<file path="src/rtl/scanchain_writer_if.sv">
// scanchain_writer_if: write handshake bundle (valid/ready plus addr, payload and reset-phase request)
interface scanchain_writer_if #(
  parameter int ADDR_W = 12,
  parameter int PAYLOAD_W = 169
);
  logic                 write_valid;
  logic                 write_ready;
  logic                 write_reset;
  logic [ADDR_W-1:0]    write_addr;
  logic [PAYLOAD_W-1:0] write_payload;
  modport master (output write_valid, write_reset, write_addr, write_payload, input write_ready);
  modport slave (input write_valid, write_reset, write_addr, write_payload, output write_ready);
endinterface

</file>
<file path="src/rtl/scanchain_writer.sv">
// scanchain_writer: serialises one accepted write (ports clk, reset, bus slave; scan_clk/en/in/update/reset out) as reset, shift, update phases
module scanchain_writer #(
  parameter int CLOCK_FREQ = 125_000_000,
  parameter int SCAN_CLK_FREQ = 1_000_000,
  parameter int ADDR_W = 12,
  parameter int PAYLOAD_W = 169
) (
  input  logic              clk,
  input  logic              reset,
  scanchain_writer_if.slave bus,
  output logic              scan_clk,
  output logic              scan_en,
  output logic              scan_in,
  output logic              scan_update,
  output logic              scan_reset
);
  localparam int HALF = CLOCK_FREQ / (2 * SCAN_CLK_FREQ);
  localparam int FRAME_W = ADDR_W + PAYLOAD_W;
  localparam int DIV_W = HALF > 1 ? $clog2(HALF) : 1;
  typedef enum logic [1:0] {IDLE, RST, SHIFT, UPDATE} state_t;
  state_t             r_state;
  logic [DIV_W-1:0]   r_div;
  logic [1:0]         r_cnt;
  logic [7:0]         r_bits;
  logic [FRAME_W-1:0] r_frame;
  logic               r_ready;
  logic               r_scan_clk;
  logic               r_scan_en;
  logic               r_scan_in;
  logic               r_scan_update;
  logic               r_scan_reset;
  logic               w_tick;
  assign w_tick = r_div == DIV_W'(HALF - 1);
  assign bus.write_ready = r_ready;
  assign scan_clk = r_scan_clk;
  assign scan_en = r_scan_en;
  assign scan_in = r_scan_in;
  assign scan_update = r_scan_update;
  assign scan_reset = r_scan_reset;
  always_ff @(posedge clk) begin
    if (reset) begin
      r_state <= IDLE;
      r_div <= '0;
      r_cnt <= '0;
      r_bits <= '0;
      r_frame <= '0;
      r_ready <= 1'b1;
      r_scan_clk <= 1'b0;
      r_scan_en <= 1'b0;
      r_scan_in <= 1'b0;
      r_scan_update <= 1'b0;
      r_scan_reset <= 1'b0;
    end else begin
      r_div <= (r_state == IDLE || w_tick) ? '0 : r_div + 1'b1;
      case (r_state)
        IDLE: if (bus.write_valid) begin
          r_frame <= {bus.write_payload, bus.write_addr};
          r_ready <= 1'b0;
          r_cnt <= '0;
          r_bits <= '0;
          r_state <= bus.write_reset ? RST : SHIFT;
          r_scan_reset <= bus.write_reset;
          r_scan_en <= !bus.write_reset;
          r_scan_in <= bus.write_reset ? 1'b0 : bus.write_payload[PAYLOAD_W-1];
        end
        RST: if (w_tick) begin
          r_cnt <= r_cnt + 1'b1;
          if (r_cnt == 2'd3) begin
            r_state <= SHIFT;
            r_scan_reset <= 1'b0;
            r_scan_en <= 1'b1;
            r_scan_in <= r_frame[FRAME_W-1];
          end
        end
        SHIFT: if (w_tick) begin
          r_cnt <= r_cnt + 1'b1;
          r_scan_clk <= !r_cnt[0];
          // new data is only presented on the tick that drops scan_clk
          if (r_cnt[0] && r_bits == 8'(FRAME_W - 1)) begin
            r_state <= UPDATE;
            r_cnt <= '0;
            r_scan_en <= 1'b0;
            r_scan_update <= 1'b1;
          end else if (r_cnt[0]) begin
            r_bits <= r_bits + 1'b1;
            r_frame <= {r_frame[FRAME_W-2:0], 1'b0};
            r_scan_in <= r_frame[FRAME_W-2];
          end
        end
        UPDATE: if (w_tick) begin
          r_cnt <= r_cnt + 1'b1;
          if (r_cnt == 2'd1) begin
            r_state <= IDLE;
            r_scan_update <= 1'b0;
            r_scan_in <= 1'b0;
            r_ready <= 1'b1;
          end
        end
        default: r_state <= IDLE;
      endcase
    end
  end
endmodule

</file>
<file path="src/flat_wrapper.sv">
// flat-port wrapper written by rule: the top's interface ports become plain ports
module scanchain_writer_flat 
#(
  parameter int CLOCK_FREQ = 125_000_000,
  parameter int SCAN_CLK_FREQ = 1_000_000,
  parameter int ADDR_W = 12,
  parameter int PAYLOAD_W = 169
)
  (clk, reset, scan_clk, scan_en, scan_in, scan_update, scan_reset, bus_write_valid, bus_write_reset, bus_write_addr, bus_write_payload, bus_write_ready);
  scanchain_writer_if #(.ADDR_W(ADDR_W), .PAYLOAD_W(PAYLOAD_W)) bus_i ();
  input  logic clk;
  input  logic reset;
  output logic scan_clk;
  output logic scan_en;
  output logic scan_in;
  output logic scan_update;
  output logic scan_reset;
  input wire logic [$bits(bus_i.write_valid)-1:0] bus_write_valid;
  input wire logic [$bits(bus_i.write_reset)-1:0] bus_write_reset;
  input wire logic [$bits(bus_i.write_addr)-1:0] bus_write_addr;
  input wire logic [$bits(bus_i.write_payload)-1:0] bus_write_payload;
  output wire logic [$bits(bus_i.write_ready)-1:0] bus_write_ready;
  assign bus_i.write_valid = bus_write_valid;
  assign bus_i.write_reset = bus_write_reset;
  assign bus_i.write_addr = bus_write_addr;
  assign bus_i.write_payload = bus_write_payload;
  assign bus_write_ready = bus_i.write_ready;
  scanchain_writer #(.CLOCK_FREQ(CLOCK_FREQ), .SCAN_CLK_FREQ(SCAN_CLK_FREQ), .ADDR_W(ADDR_W), .PAYLOAD_W(PAYLOAD_W)) u_core (.clk(clk), .reset(reset), .bus(bus_i), .scan_clk(scan_clk), .scan_en(scan_en), .scan_in(scan_in), .scan_update(scan_update), .scan_reset(scan_reset));
endmodule
</file>
<file path="config.mk">
export PLATFORM = sky130hd
export DESIGN_NAME = scanchain_writer_flat
export DESIGN_NICKNAME = d
export VERILOG_FILES = /design/src/rtl/scanchain_writer_if.sv /design/src/rtl/scanchain_writer.sv /design/src/flat_wrapper.sv
export SDC_FILE = /design/constraint.sdc
export NUM_CORES = 1
export LEC_CHECK = 0
export CAP_MARGIN = 40
export CORE_MARGIN = 3
export CORE_UTILIZATION = 40
export CTS_CLUSTER_DIAMETER = 120
export DETAILED_ROUTE_END_ITERATION = 10
export GPL_ROUTABILITY_DRIVEN = 0
export GPL_TIMING_DRIVEN = 0
export PLACE_DENSITY = 0.66
export SYNTH_ARGS = -nofsm -noshare
export SYNTH_HDL_FRONTEND = slang
export SYNTH_SLANG_ARGS = --single-unit
</file>
<file path="constraint.sdc">
create_clock -name clk -period 2.05 [get_ports clk]
set_clock_uncertainty 0.05 [all_clocks]
set_input_delay 0.41 -clock clk [delete_from_list [all_inputs] [get_ports clk]]
set_output_delay 0.41 -clock clk [all_outputs]
set_load 0.01 [all_outputs]
</file>
==> run summary, run 1 <==
Antenna cells = 0
Max Freq = 0.4720 GHz
Comb power frac = 0.555
Core Rows = 59
Max_cap viols = 0
P_sw = 9.816 mW
Sw Share = 0.3897
Dominant synthesized flop cell = dfxtp_1
Vias in the first global route = 8835
DP Cell Count = 1524
Net Count, Synth = 1195
# DRC = 0
Die Span Y = 169.6 µm
Sequential Power Share = 0.289
Largest net degree at the start of global routing = 12
CTS H-tree depth = 1
Initial core utilization = 0.4085
GR Util met2 = 0.3257
Final Max Tran Viols = 0
Post-synth EDFFs = 0
CTS tree = yes
Top cells by area, synth = dfxtp_1 (38%), mux2i_1 (17%), a21oi_2 (12%), a211oi_2 (10%), a211oi_1 (6.5%)
Total global routing track utilization = 0.1957
Clock buffers created by TritonCTS = 25
Worst slew pin tran = 737.3 ps
Share of cells above drive strength 1 = 0.4070
Fin util = 0.6240
Area share of the largest cell type after synthesis = 0.3833
DR vias/cell = 5.556
Ys async rst share = 0
First-pass GRT wire length = 46.70 mm
Final total power = 25.19 mW
Static Leak = 5.506 nW
Clk root buf = clkbuf_16
WP data arrival = 2490 ps
Worst setup margin = -68.82 ps
Count of different cell masters after synthesis = 45
Average size of a mapped cell = 10.72 µm²
FF+latch count, synth = 205
Cells after Synth = 999
Final Hold Fails = 0
Seq/Total Area, Yosys = 0.3833
DP HPWL = 19.42 mm
Final global-route overflow total = 0
Die area = 0.02877 mm²
Most frequent cells in the layout = dfxtp_1 (200), clkdlybuf4s50_1 (190), mux2i_1 (181)
Area Growth Syn to Fin = 52.74%
Area of the core = 0.02621 mm²
Slew HR = 0.5085
Worst-Skew Late Latency = 510 ps
CP Data Required Time = 2420 ps
IO Count = 191
PwrDens = 1540 mW/mm²
RSZ-0062 raised after global routing = yes
Worst r2r dst = u_core.r_frame[62]
Filler instances = 2069
GR met1 Demand/Resource = 0.2715
Worst hold path type = flip-flop to flip-flop
Most common cell after layout, fill and taps aside = dfxtp_1
Internal cell power = 15.37 mW
Clock share of power = 0.156
Number of port buffers = 190
Vias = 8879
FF+latch area = 0.004113 mm²
Failing checks = negative setup slack
Global Route met3 Usage = 0.02819
Clock slew at reported path FFs = 60 ps
Cell taking the most area after synthesis = dfxtp_1
Status = finished, violations left
Setup violations, final = 147
Nets = 1451
CP Max Fanout = 9
Fin crit share = 1.034
Multi-input logic area = 0.007147 mm²
Post-Route WL = 30.84 mm
Setup TNS = -3704 ps
R2R Setup Slk = -70 ps
Worst R2R Path Depth = 10
Hold-fix buffers, CTS = 0
CTS sink count = 205
CP endpoint = u_core.r_frame[62]
Antenna Nets Post-Route = 0
Post-synthesis cell area = 0.01071 mm²
Fin Hold WS = 386.1 ps
Timing startpoint of the critical path = u_core.r_bits[0]
Initial antenna violation count = 0
YS warnings = 0
WS Path Type = flip-flop to flip-flop
Iteration-0 DRC Markers = 447
Final Non-Filler Cells = 1598
Kind of end point of the critical path = flip-flop
VDD IR max = 0.5813 mV
Most used routing layer = met2
Critical Path Start Type = flip-flop
Longest Clk Path Bufs = 3
FF-to-FF Start = u_core.r_bits[0]
DRT Pass-1 Iters = 5
Minimum clock period = 2119 ps
Hold Path Cell Cnt = 1
Die X-Extent = 169.6 µm
Routed len/inst = 19.30 µm
==> final cells by class <==
class                           instances  share of cell area
Timing Repair Buffer                  233              0.1699
Inverter                               12            0.003213
Tap cell                              335             0.02563
Sequential cell                       205              0.2515
Multi-Input combinational cell        672              0.4370
Clock inverter                          1           0.0003060
Clock buffer                           34             0.04216
Buffer                                106             0.07031
==> per-layer routing <==
layer | wire length, µm | vias up
met5 | 0 | -
met4 | 503 | 0
met3 | 1314 | 37
met2 | 14690 | 191
met1 | 14330 | 4336
li1 | - | 4315
==> sequential cells by signal, indices dropped and copies added, names as in the netlist <==
register,flops
u_core.scan_clk,1
u_core.r_state,2
u_core.scan_reset,1
u_core.r_frame,181
u_core.scan_en,1
u_core.scan_in,1
u_core.bus.write_ready,1
u_core.r_cnt,2
u_core.scan_update,1
u_core.r_div,6
u_core.r_bits,8
==> through the flow <==
step	instance area, µm²	worst slack [ps]
final	16350	-68.82
after global routing	16350	-124.3
after CTS	15210	-95.10
after detailed placement	13040	-952.2
after global placement	13040	-924.4
after floorplan	10720	1.106
==> repair_timing <==
action | 4_1_cts | 5_1_grt
setup endpoints to repair | 194 | 199
endpoints found under the hold margin | 0 | 0
pin swaps | 103 | 115
gates cloned | 14 | 13
resized for setup | 260 | 163
buffers inserted | 14 | 2
==> synth_stat cells, types with 8 or more instances <==
cell type / instances
a211oi_1: 93
ha_1: 11
o21ai_0: 10
mux2i_1: 181
buf_1: 21
buf_2: 10
nand3_1: 8
dfxtp_1: 205
a21oi_2: 150
nand2_1: 14
a211oi_2: 89
a21oi_1: 41
nor2_1: 14
buf_6: 27
inv_1: 11
clkbuf_1: 52
==> worst max-delay path: stages (launching register included) <==
cell	delay (ps)
dfxtp_4	350
inv_4	50
ha_4	120
nand4_1	110
o41a_4	410
a21oi_4	210
nor2_4	70
buf_8	150
buf_12	160
clkbuf_16	170
a211oi_2	170
==> kinds of logic after synthesis <==
group	share of synthesized area
flip-flops	0.3833
adder cells (fa/ha/maj)	0.01285
buffers and inverters	0.06287
XOR/XNOR	0.003273
multiplexers	0.1692
AO/OA/AOI/OAI	0.3384
AND/OR/NAND/NOR	0.03003
==> power groups by stage <==
| stage | Sequential (mW) | Clock, mW | Combinational (mW) |
|---|---|---|---|
| after floorplan | 6.72 | 0 | 7.42 |
| after global placement | 6.91 | 0 | 9.14 |
| after detailed placement | 6.95 | 0 | 9.28 |
| after CTS | 7.03 | 4.03 | 12.0 |
| after global routing | 7.47 | 4.17 | 14.9 |
| final | 7.27 | 3.93 | 14.0 |
==> worst min path at each step <==
stage / from / to / slack, ps
3_3_place_gp: u_core.r_div[0] / u_core.r_div[0] / 400
4_1_cts: u_core.r_div[0] / u_core.r_div[0] / 390
5_1_grt: u_core.r_div[0] / u_core.r_div[0] / 400
2_1_floorplan: u_core.r_div[0] / u_core.r_div[0] / 380
6_report: u_core.r_div[0] / u_core.r_div[0] / 390
3_5_place_dp: u_core.scan_en / u_core.scan_en / 400
No activity file was read; power rests on OpenSTA's default activity.
==> run 2, diff against run 1 <==
--- a/config.mk
+++ b/config.mk
@@ -13,6 +13,7 @@
 export GPL_ROUTABILITY_DRIVEN = 0
 export GPL_TIMING_DRIVEN = 0
 export PLACE_DENSITY = 0.66
+export RECOVER_POWER = 50
 export SYNTH_ARGS = -nofsm -noshare
 export SYNTH_HDL_FRONTEND = slang
 export SYNTH_SLANG_ARGS = --single-unit
==> run summary, run 2 (synthesis results as in run 1) <==
Area of the core = 0.02621 mm²
Longest Clk Path Bufs = 3
Worst-Skew Late Latency = 510 ps
CTS H-tree depth = 1
Clock buffers created by TritonCTS = 25
Most common cell after layout, fill and taps aside = dfxtp_1
WS Path Type = flip-flop to flip-flop
Iteration-0 DRC Markers = 450
Routed len/inst = 19.28 µm
Die area = 0.02877 mm²
Worst r2r dst = u_core.r_frame[62]
Static Leak = 5.513 nW
CP Data Required Time = 2420 ps
WP data arrival = 2500 ps
FF-to-FF Start = u_core.r_bits[0]
Number of port buffers = 190
Share of cells above drive strength 1 = 0.4062
Die Span Y = 169.6 µm
DP Area = 0.01304 mm²
Final Hold Fails = 0
Worst setup margin = -78.81 ps
First-pass GRT wire length = 46.70 mm
CTS sink count = 205
# DRC = 0
Status = finished, violations left
Fin crit share = 1.038
Antenna cells = 0
Clk root buf = clkbuf_16
Kind of end point of the critical path = flip-flop
Multi-input logic area = 0.007147 mm²
Slew HR = 0.5091
Critical Path Start Type = flip-flop
DP Worst Slack = -952.2 ps
R2R Setup Slk = -80 ps
DP HPWL = 19.42 mm
Antenna Nets Post-Route = 0
Final total power = 25.18 mW
Worst Min Path Start = u_core.r_div[0]
Initial core utilization = 0.4085
Die X-Extent = 169.6 µm
Final global-route overflow total = 0
PwrDens = 1540 mW/mm²
Vias in the first global route = 8835
Largest regs = u_core.r_frame: 181 flops, u_core.r_bits: 8 flops, u_core.r_div: 6 flops
Core Rows = 59
RSZ-0062 raised after global routing = yes
Final instance area = 0.01635 mm²
Most frequent cells in the layout = dfxtp_1 (201), clkdlybuf4s50_1 (186), mux2i_1 (181)
Max_cap viols = 0
Worst hold path type = flip-flop to flip-flop
CTS tree = yes
Worst R2R Path Depth = 10
Hold Path End = u_core.r_div[0]
FF+latch area = 0.004111 mm²
Failing checks = negative setup slack
Top reg by flops = u_core.r_frame
Max Freq = 0.4697 GHz
Setup violations, final = 150
Hold-fix buffers, CTS = 0
CP Max Fanout = 9
Minimum clock period = 2129 ps
Clock slew at reported path FFs = 60 ps
Vias = 8888
Initial antenna violation count = 0
Filler instances = 2071
Max reg flops = 181
Largest net degree at the start of global routing = 12
DRT Pass-1 Iters = 5
IO Count = 191
DR vias/cell = 5.562
Worst slew pin tran = 736.3 ps
Area Growth Syn to Fin = 52.71%
Post-Route WL = 30.81 mm
Final Max Tran Viols = 0
Total global routing track utilization = 0.1957
VDD IR max = 0.5814 mV
Hold Path Cell Cnt = 1
Nets = 1451
run 2: worst max-delay path, stage by stage, from the launching register on:
cell and delay, ps:
dfxtp_4 350, inv_4 50, ha_4 120, nand4_1 120, o41a_4 420, a21oi_4 220, nor2_4 70, buf_8 150
buf_12 160, clkbuf_16 170, a211oi_2 170
run 2: how the worst max path moves through the flow:
| stage | start | end | slack, ps | cells after the start |
|---|---|---|---|---|
| 2_1_floorplan | u_core.r_state[0] | u_core.r_frame[100] | 1 | 9 |
| 3_3_place_gp | reset | u_core.r_frame[177] | -920 | 5 |
| 3_5_place_dp | reset | u_core.r_frame[171] | -950 | 5 |
| 4_1_cts | u_core.r_bits[0] | u_core.r_frame[145] | -100 | 9 |
| 5_1_grt | u_core.r_bits[0] | u_core.r_frame[2] | -120 | 10 |
| 6_report | u_core.r_bits[0] | u_core.r_frame[62] | -80 | 10 |
run 2: cell type report:
type                    count  area share
clock buffers              34     0.04217
clock inverters             1   0.0003061
repair buffers            233      0.1699
plain buffers             106     0.07018
flip-flops and latches    205      0.2515
multi-input cells         672      0.4371
inverters                  12    0.003214
well taps                 335     0.02564
run 2: repair_timing:
item                                   in CTS  in global routing
gates cloned                               14                 13
endpoints found under the hold margin       0                  0
setup endpoints to repair                 194                199
pin swaps                                 103                115
buffers inserted                           14                  2
gates resized for setup                   260                163
run 2: power breakdown:
group	switching (mW)	leakage (nW)	internal (mW)
sequential	1.52	1.69	5.75
clock	1.63	0.341	2.30
combinational	6.66	3.48	7.32
total	9.82	5.51	15.4
run 2: through the flow:
| stage | utilization | hold slack, ps | setup TNS [ps] | cells |
|---|---|---|---|---|
| 6_report | 0.6239 | 386.4 | -4591 | 1598 |
| 5_1_grt | 0.6239 | 404.3 | -12030 | 1598 |
| 4_1_cts | 0.5805 | 386.2 | -10330 | 1585 |
| 3_5_place_dp | 0.4975 | 400.3 | -154110 | 1524 |
| 3_3_place_gp | 0.4975 | 398.7 | -150530 | 1524 |
| 2_1_floorplan | - | 383.4 | 0 | 999 |
run 2: per-layer routing:
metal,part of all wire,vias up,track usage
li1,-,4315,-
met1,0.47,4349,0.2715
met2,0.48,187,0.3257
met3,0.040,37,0.02819
met4,0.016,0,0.04125
met5,0,-,0
==> patch 1 (config.mk and constraints of run 2) <==
One comparison of `r_div` changes from == to >=.
--- a/src/rtl/scanchain_writer.sv
+++ b/src/rtl/scanchain_writer.sv
@@ -32,3 +32,3 @@
   logic               w_tick;
-  assign w_tick = r_div == DIV_W'(HALF - 1);
+  assign w_tick = r_div >= DIV_W'(HALF - 1);
   assign bus.write_ready = r_ready;
Formal check against the unedited RTL: same outputs for any inputs over 4 cycles, from zero or initial values and one cycle with reset high; that may be too few to reach the edited logic, so the function may still have changed.
==> patch 1 against run 2 <==
Worst hold slack improved by 0.0097 ns. First-iteration DRC count increased by 24%. Synthesized area increased by 1.1%. The flow still finishes with violations (setup timing). Design area decreased by 3.4%. Worst setup slack improved by 0.0016 ns. Non-clock buffer count increased by 14. Power increased by 8.1%. Clock power increased by 6.1%. Wire length decreased by 1.0%. Sequential cell count unchanged. Die area increased by 1.0%.
==> patch 1: results (changes against run 2) <==
- Fraction of area in clock buffers and inverters: 4.89% (was 4.25%)
- Number of distinct standard cells referenced by the synthesized netlist: 49 (was 45)
- Global Route Usage Sum: 19.5% (was 19.6%)
- Met2 Usage GRT: 31.6% (was 32.6%)
- Synth Net Count: 1188 (was 1195)
- Leakage dissipation: 5.39 nW (was 5.51 nW)
- Total Wirelength: 30.5 mm (was 30.8 mm)
- Routing usage on met3: 4.62% (was 2.82%)
- Uppermost routed layer: met5 (was met4)
- Peak ir drop on the vdd network: 0.000892 V (was 0.000581 V)
- Number of clock buffers in the layout: 39 (was 34)
- Number of buffers added by the clock tree synthesis step: 24 (was 25)
- Fraction of standard cell area in multi-input logic: 41.6% (was 43.7%)
- Violated checks: setup timing (unchanged)
- Status: finished, violations left (unchanged)
- Cell types with the largest area share after synthesis: dfxtp_1 (38%), a211oi_2 (20%), mux2i_1 (17%) (was dfxtp_1 (38%), mux2i_1 (17%), a21oi_2 (12%))
- Share of post-route cells with drive strength above 1: 42.1% (was 40.6%)
- Average cell area after synthesis: 10.9 um2 (was 10.7 um2)
- Number of inserted diodes: 1 (was 0)
- Post-CTS resize count: 210 (was 260)
- Setup Total Neg Slack: -3.75 ns (was -4.59 ns)
- Met2 routed WL: 14.1 mm (was 14.7 mm)
- Register fraction of the total cell area: 26.1% (was 25.1%)
- Multi-input combinational cell count: 663 (was 672)
- Most used standard cells in the synthesized netlist: dfxtp_1 (205), mux2i_1 (181), a211oi_2 (169) (was dfxtp_1 (205), mux2i_1 (181), a21oi_2 (150))
- Final setup viols: 105 (was 150)
- Via count of the first global-routing pass: 8786 (was 8835)
- Metal1 wirelength: 13.9 mm (was 14.4 mm)
- Max incr delay on CP: 0.33 ns (was 0.42 ns)
- Post-detailed-route via-to-cell ratio: 5.47 (was 5.56)
- Cell count after placement: 1515 (was 1524)
- Sequential cell area fraction in the yosys report: 37.9% (was 38.3%)
- Pre-CTS setup slack: -0.781 ns (was -0.952 ns)
- Setup ws final: -0.0772 ns (was -0.0788 ns)
- DR iter-0 viols: 558 (was 450)
- Detailed Routing Iterations Pass 1: 4 (was 5)
- HPWL after detailed placement: 19.5 mm (was 19.4 mm)
- Total via count in the routed design: 8833 (was 8888)
- Count of inverters not on the clock network in the layout: 16 (was 12)
- Length in cells of the worst reg-to-reg path: 11 (was 10)
- Slowest CP cell: dfxtp_2 (was o41a_4)
- Buffers added on ports: 189 (was 190)
- Crit path max-delay family: buffers and inverters (was compound AO/OA/AOI/OAI gates)
- GR Util met1: 26.4% (was 27.2%)
- Global-route wire length before repair: 46.6 mm (was 46.7 mm)
[patch 1: where the power goes]
| group | switching [mW] | internal, mW |
|---|---|---|
| Combinational | 8.02 | 8.38 |
| Sequential | 1.06 | 5.59 |
| Clock | 1.69 | 2.48 |
| Total | 10.8 | 16.5 |
[patch 1: through the flow]
stage	instance area [um2]	hold slack [ns]
2_1_floorplan	10800	0.395
3_3_place_gp	13100	0.413
3_5_place_dp	13100	0.421
4_1_cts	15100	0.413
5_1_grt	15800	0.415
6_report	15800	0.396
[patch 1: cells by family (layout without fill, tap and decap cells)]
family | Yosys count | count (layout) | synth area share (%)
adder cells (fa/ha/maj) | 12 | 12 | 1.39
buffers and inverters | 123 | 412 | 5.84
multiplexers | 181 | 181 | 16.7
AO/OA/AOI/OAI | 408 | 408 | 35.0
XOR/XNOR | 4 | 4 | 0.324
flip-flops | 205 | 205 | 37.9
AND/OR/NAND/NOR | 58 | 58 | 2.81
other | 0 | 1 | 0
==> patch 2 (settings of run 2) <==
Made on the original files. `SCAN_CLK_FREQ` is set to 1_000_000 in 2 places; all go to 500_000.
--- a/src/rtl/scanchain_writer.sv
+++ b/src/rtl/scanchain_writer.sv
@@ -3,3 +3,3 @@
   parameter int CLOCK_FREQ = 125_000_000,
-  parameter int SCAN_CLK_FREQ = 1_000_000,
+  parameter int SCAN_CLK_FREQ = 500_000,
   parameter int ADDR_W = 12,
--- a/src/flat_wrapper.sv
+++ b/src/flat_wrapper.sv
@@ -4,3 +4,3 @@
   parameter int CLOCK_FREQ = 125_000_000,
-  parameter int SCAN_CLK_FREQ = 1_000_000,
+  parameter int SCAN_CLK_FREQ = 500_000,
   parameter int ADDR_W = 12,
Formal check against the unedited RTL: no difference found for any inputs over 4 cycles, from zero or initial values and one cycle with reset high; that may be too few to reach the edited logic, so the function may still have changed.
==> patch 2 against run 2 <==
Wire length shrank 5.3%. Worst setup slack better by 0.099 ns. Die area shrank 3.8%. Design area down 15%. Power decreased by 26%. Synthesized area is 3.9% lower. Sequential cell count up 1. Sequential share of layout area rose by 4.6 points. Largest power group unchanged. Highest routed layer unchanged.
==> patch 2: results (changes against run 2) <==
- Crit path max-delay family: simple AND/OR/NAND/NOR gates (was compound AO/OA/AOI/OAI gates)
- Maximum fanout along the worst path: 5 (was 9)
- Post-detailed-route via-to-cell ratio: 5.58 (was 5.56)
- Synth Net Count: 1209 (was 1195)
- Slowest CP cell: or4_1 (was o41a_4)
- DR iter-0 viols: 664 (was 450)
- Count of nets after finishing: 1439 (was 1451)
- Status: finished clean (was finished, violations left)
- Number of buffers added by the clock tree synthesis step: 24 (was 25)
- Worst slew pin tran: 0.558 ns (was 0.736 ns)
- Sequential cell area fraction in the yosys report: 40.1% (was 38.3%)
- Arrival time reported for the critical path endpoint: 2.41 ns (was 2.50 ns)
- Internal portion of total power: 12.1 mW (was 15.4 mW)
- Worst flop-to-flop path endpoint: u_core.r_bits[2] (was u_core.r_frame[62])
- Filler-free cell count of the finished design: 1591 (was 1598)
- Length in cells of the worst reg-to-reg path: 8 (was 10)
- Drt wl/cell: 18.3 um (was 19.3 um)
- Seq group: 6.63 mW (was 7.27 mW)
- Global-route wire length before repair: 46.6 mm (was 46.7 mm)
- Cell types with the largest area share after synthesis: dfxtp_1 (40%), mux2i_1 (18%), o221a_1 (10%) (was dfxtp_1 (38%), mux2i_1 (17%), a21oi_2 (12%))
- Pin count of the biggest net entering global routing: 13 (was 12)
- Number of distinct standard cells referenced by the synthesized netlist: 54 (was 45)
- Most used standard cells in the synthesized netlist: dfxtp_1 (206), nand2_1 (199), mux2i_1 (183) (was dfxtp_1 (205), mux2i_1 (181), a21oi_2 (150))
- Leakage dissipation: 5.30 nW (was 5.51 nW)
- Global Route Usage Sum: 20.0% (was 19.6%)
- Initial antenna violation count: 1 (was 0)
- Regs by FF count: u_core.r_frame: 181 flops, u_core.r_bits: 8 flops, u_core.r_div: 7 flops (was u_core.r_frame: 181 flops, u_core.r_bits: 8 flops, u_core.r_div: 6 flops)
- Final-layout worst hold slack: 0.390 ns (was 0.386 ns)
- Max incr delay on CP: 0.47 ns (was 0.42 ns)
- Register-to-register setup slack: 0.02 ns (was -0.08 ns)
- Pre-CTS setup slack: -0.514 ns (was -0.952 ns)
- HPWL after detailed placement: 19.7 mm (was 19.4 mm)
- Classification of the worst-slack hold path: reg2reg (unchanged)
- Reg-to-Reg Start: u_core.r_div[0] (was u_core.r_bits[0])
- P_comb: 7.86 mW (was 14.0 mW)
- Peak ir drop on the vdd network: 0.000541 V (was 0.000581 V)
- Via count of the first global-routing pass: 8685 (was 8835)
- Average cell area after synthesis: 10.2 um2 (was 10.7 um2)
- Combinational group share of total power: 42.3% (was 55.5%)
- Setup Total Neg Slack: 0 ns (was -4.59 ns)
- Placed cell area: 12600 um2 (was 13000 um2)
- Cell count after placement: 1533 (was 1524)
- Share of post-route cells with drive strength above 1: 19.7% (was 40.6%)
## patch 2: changes by cell type after synthesis, sizes merged, moves of 5 or more
cell and delta:
a31oi -5, nand2 +185, a211oi -179, buf +9
o221a +180, a21oi -181, clkbuf -9
## patch 2: logic make-up after synthesis
logic type / Yosys count / synth area share (%)
and+or+nand+nor: 252 / 10.6
AOI/OAI and AO/OA: 232 / 23.7
DFF: 206 / 40.1
muxes: 185 / 18.0
buffers and inverters: 122 / 5.73
adders and majority gates: 11 / 1.34
xor gates and xnor gates: 5 / 0.426
## patch 2: area by class of cell
class / instances / area (um2)
inverters: 12 / 48.8
repair buffers: 206 / 2040
multi-input cells: 685 / 5640
flip-flops and latches: 206 / 4130
clock inverters: 6 / 30.0
plain buffers: 108 / 850
fillers: 2224 / 11400
well taps: 330 / 413
clock buffers: 37 / 721
diodes: 1 / 2.50
## patch 2: how the worst max path moves through the flow
stage	start	end	slack, ns	cells past startpoint
after floorplan	u_core.r_state[0]	u_core.r_frame[10]	0.03	8
after global placement	reset	u_core.r_frame[30]	-0.46	5
after detailed placement	reset	u_core.r_frame[126]	-0.51	5
after CTS	u_core.r_state[0]	u_core.r_bits[7]	-0.01	7
after global routing	u_core.r_div[0]	u_core.r_bits[2]	-0.04	8
final	u_core.r_div[0]	u_core.r_bits[2]	0.02	8
## patch 2: metal layers
metal  vias to the layer above  part of all wire [%]  track usage (%)
met3                        30                   3.7             2.93
met2                       188                    48             33.0
met5                         -                     0                0
met4                         0                   1.3             3.73
met1                      4353                    47             28.2
li1                       4312                     -                -
## patch 2: what timing repair did
item / CTS / global route
pin swaps: 6 / 5
gates cloned: 1 / 0
setup endpoints to repair: 204 / 195
setup buffers: 9 / 6
gates resized for setup: 102 / 43
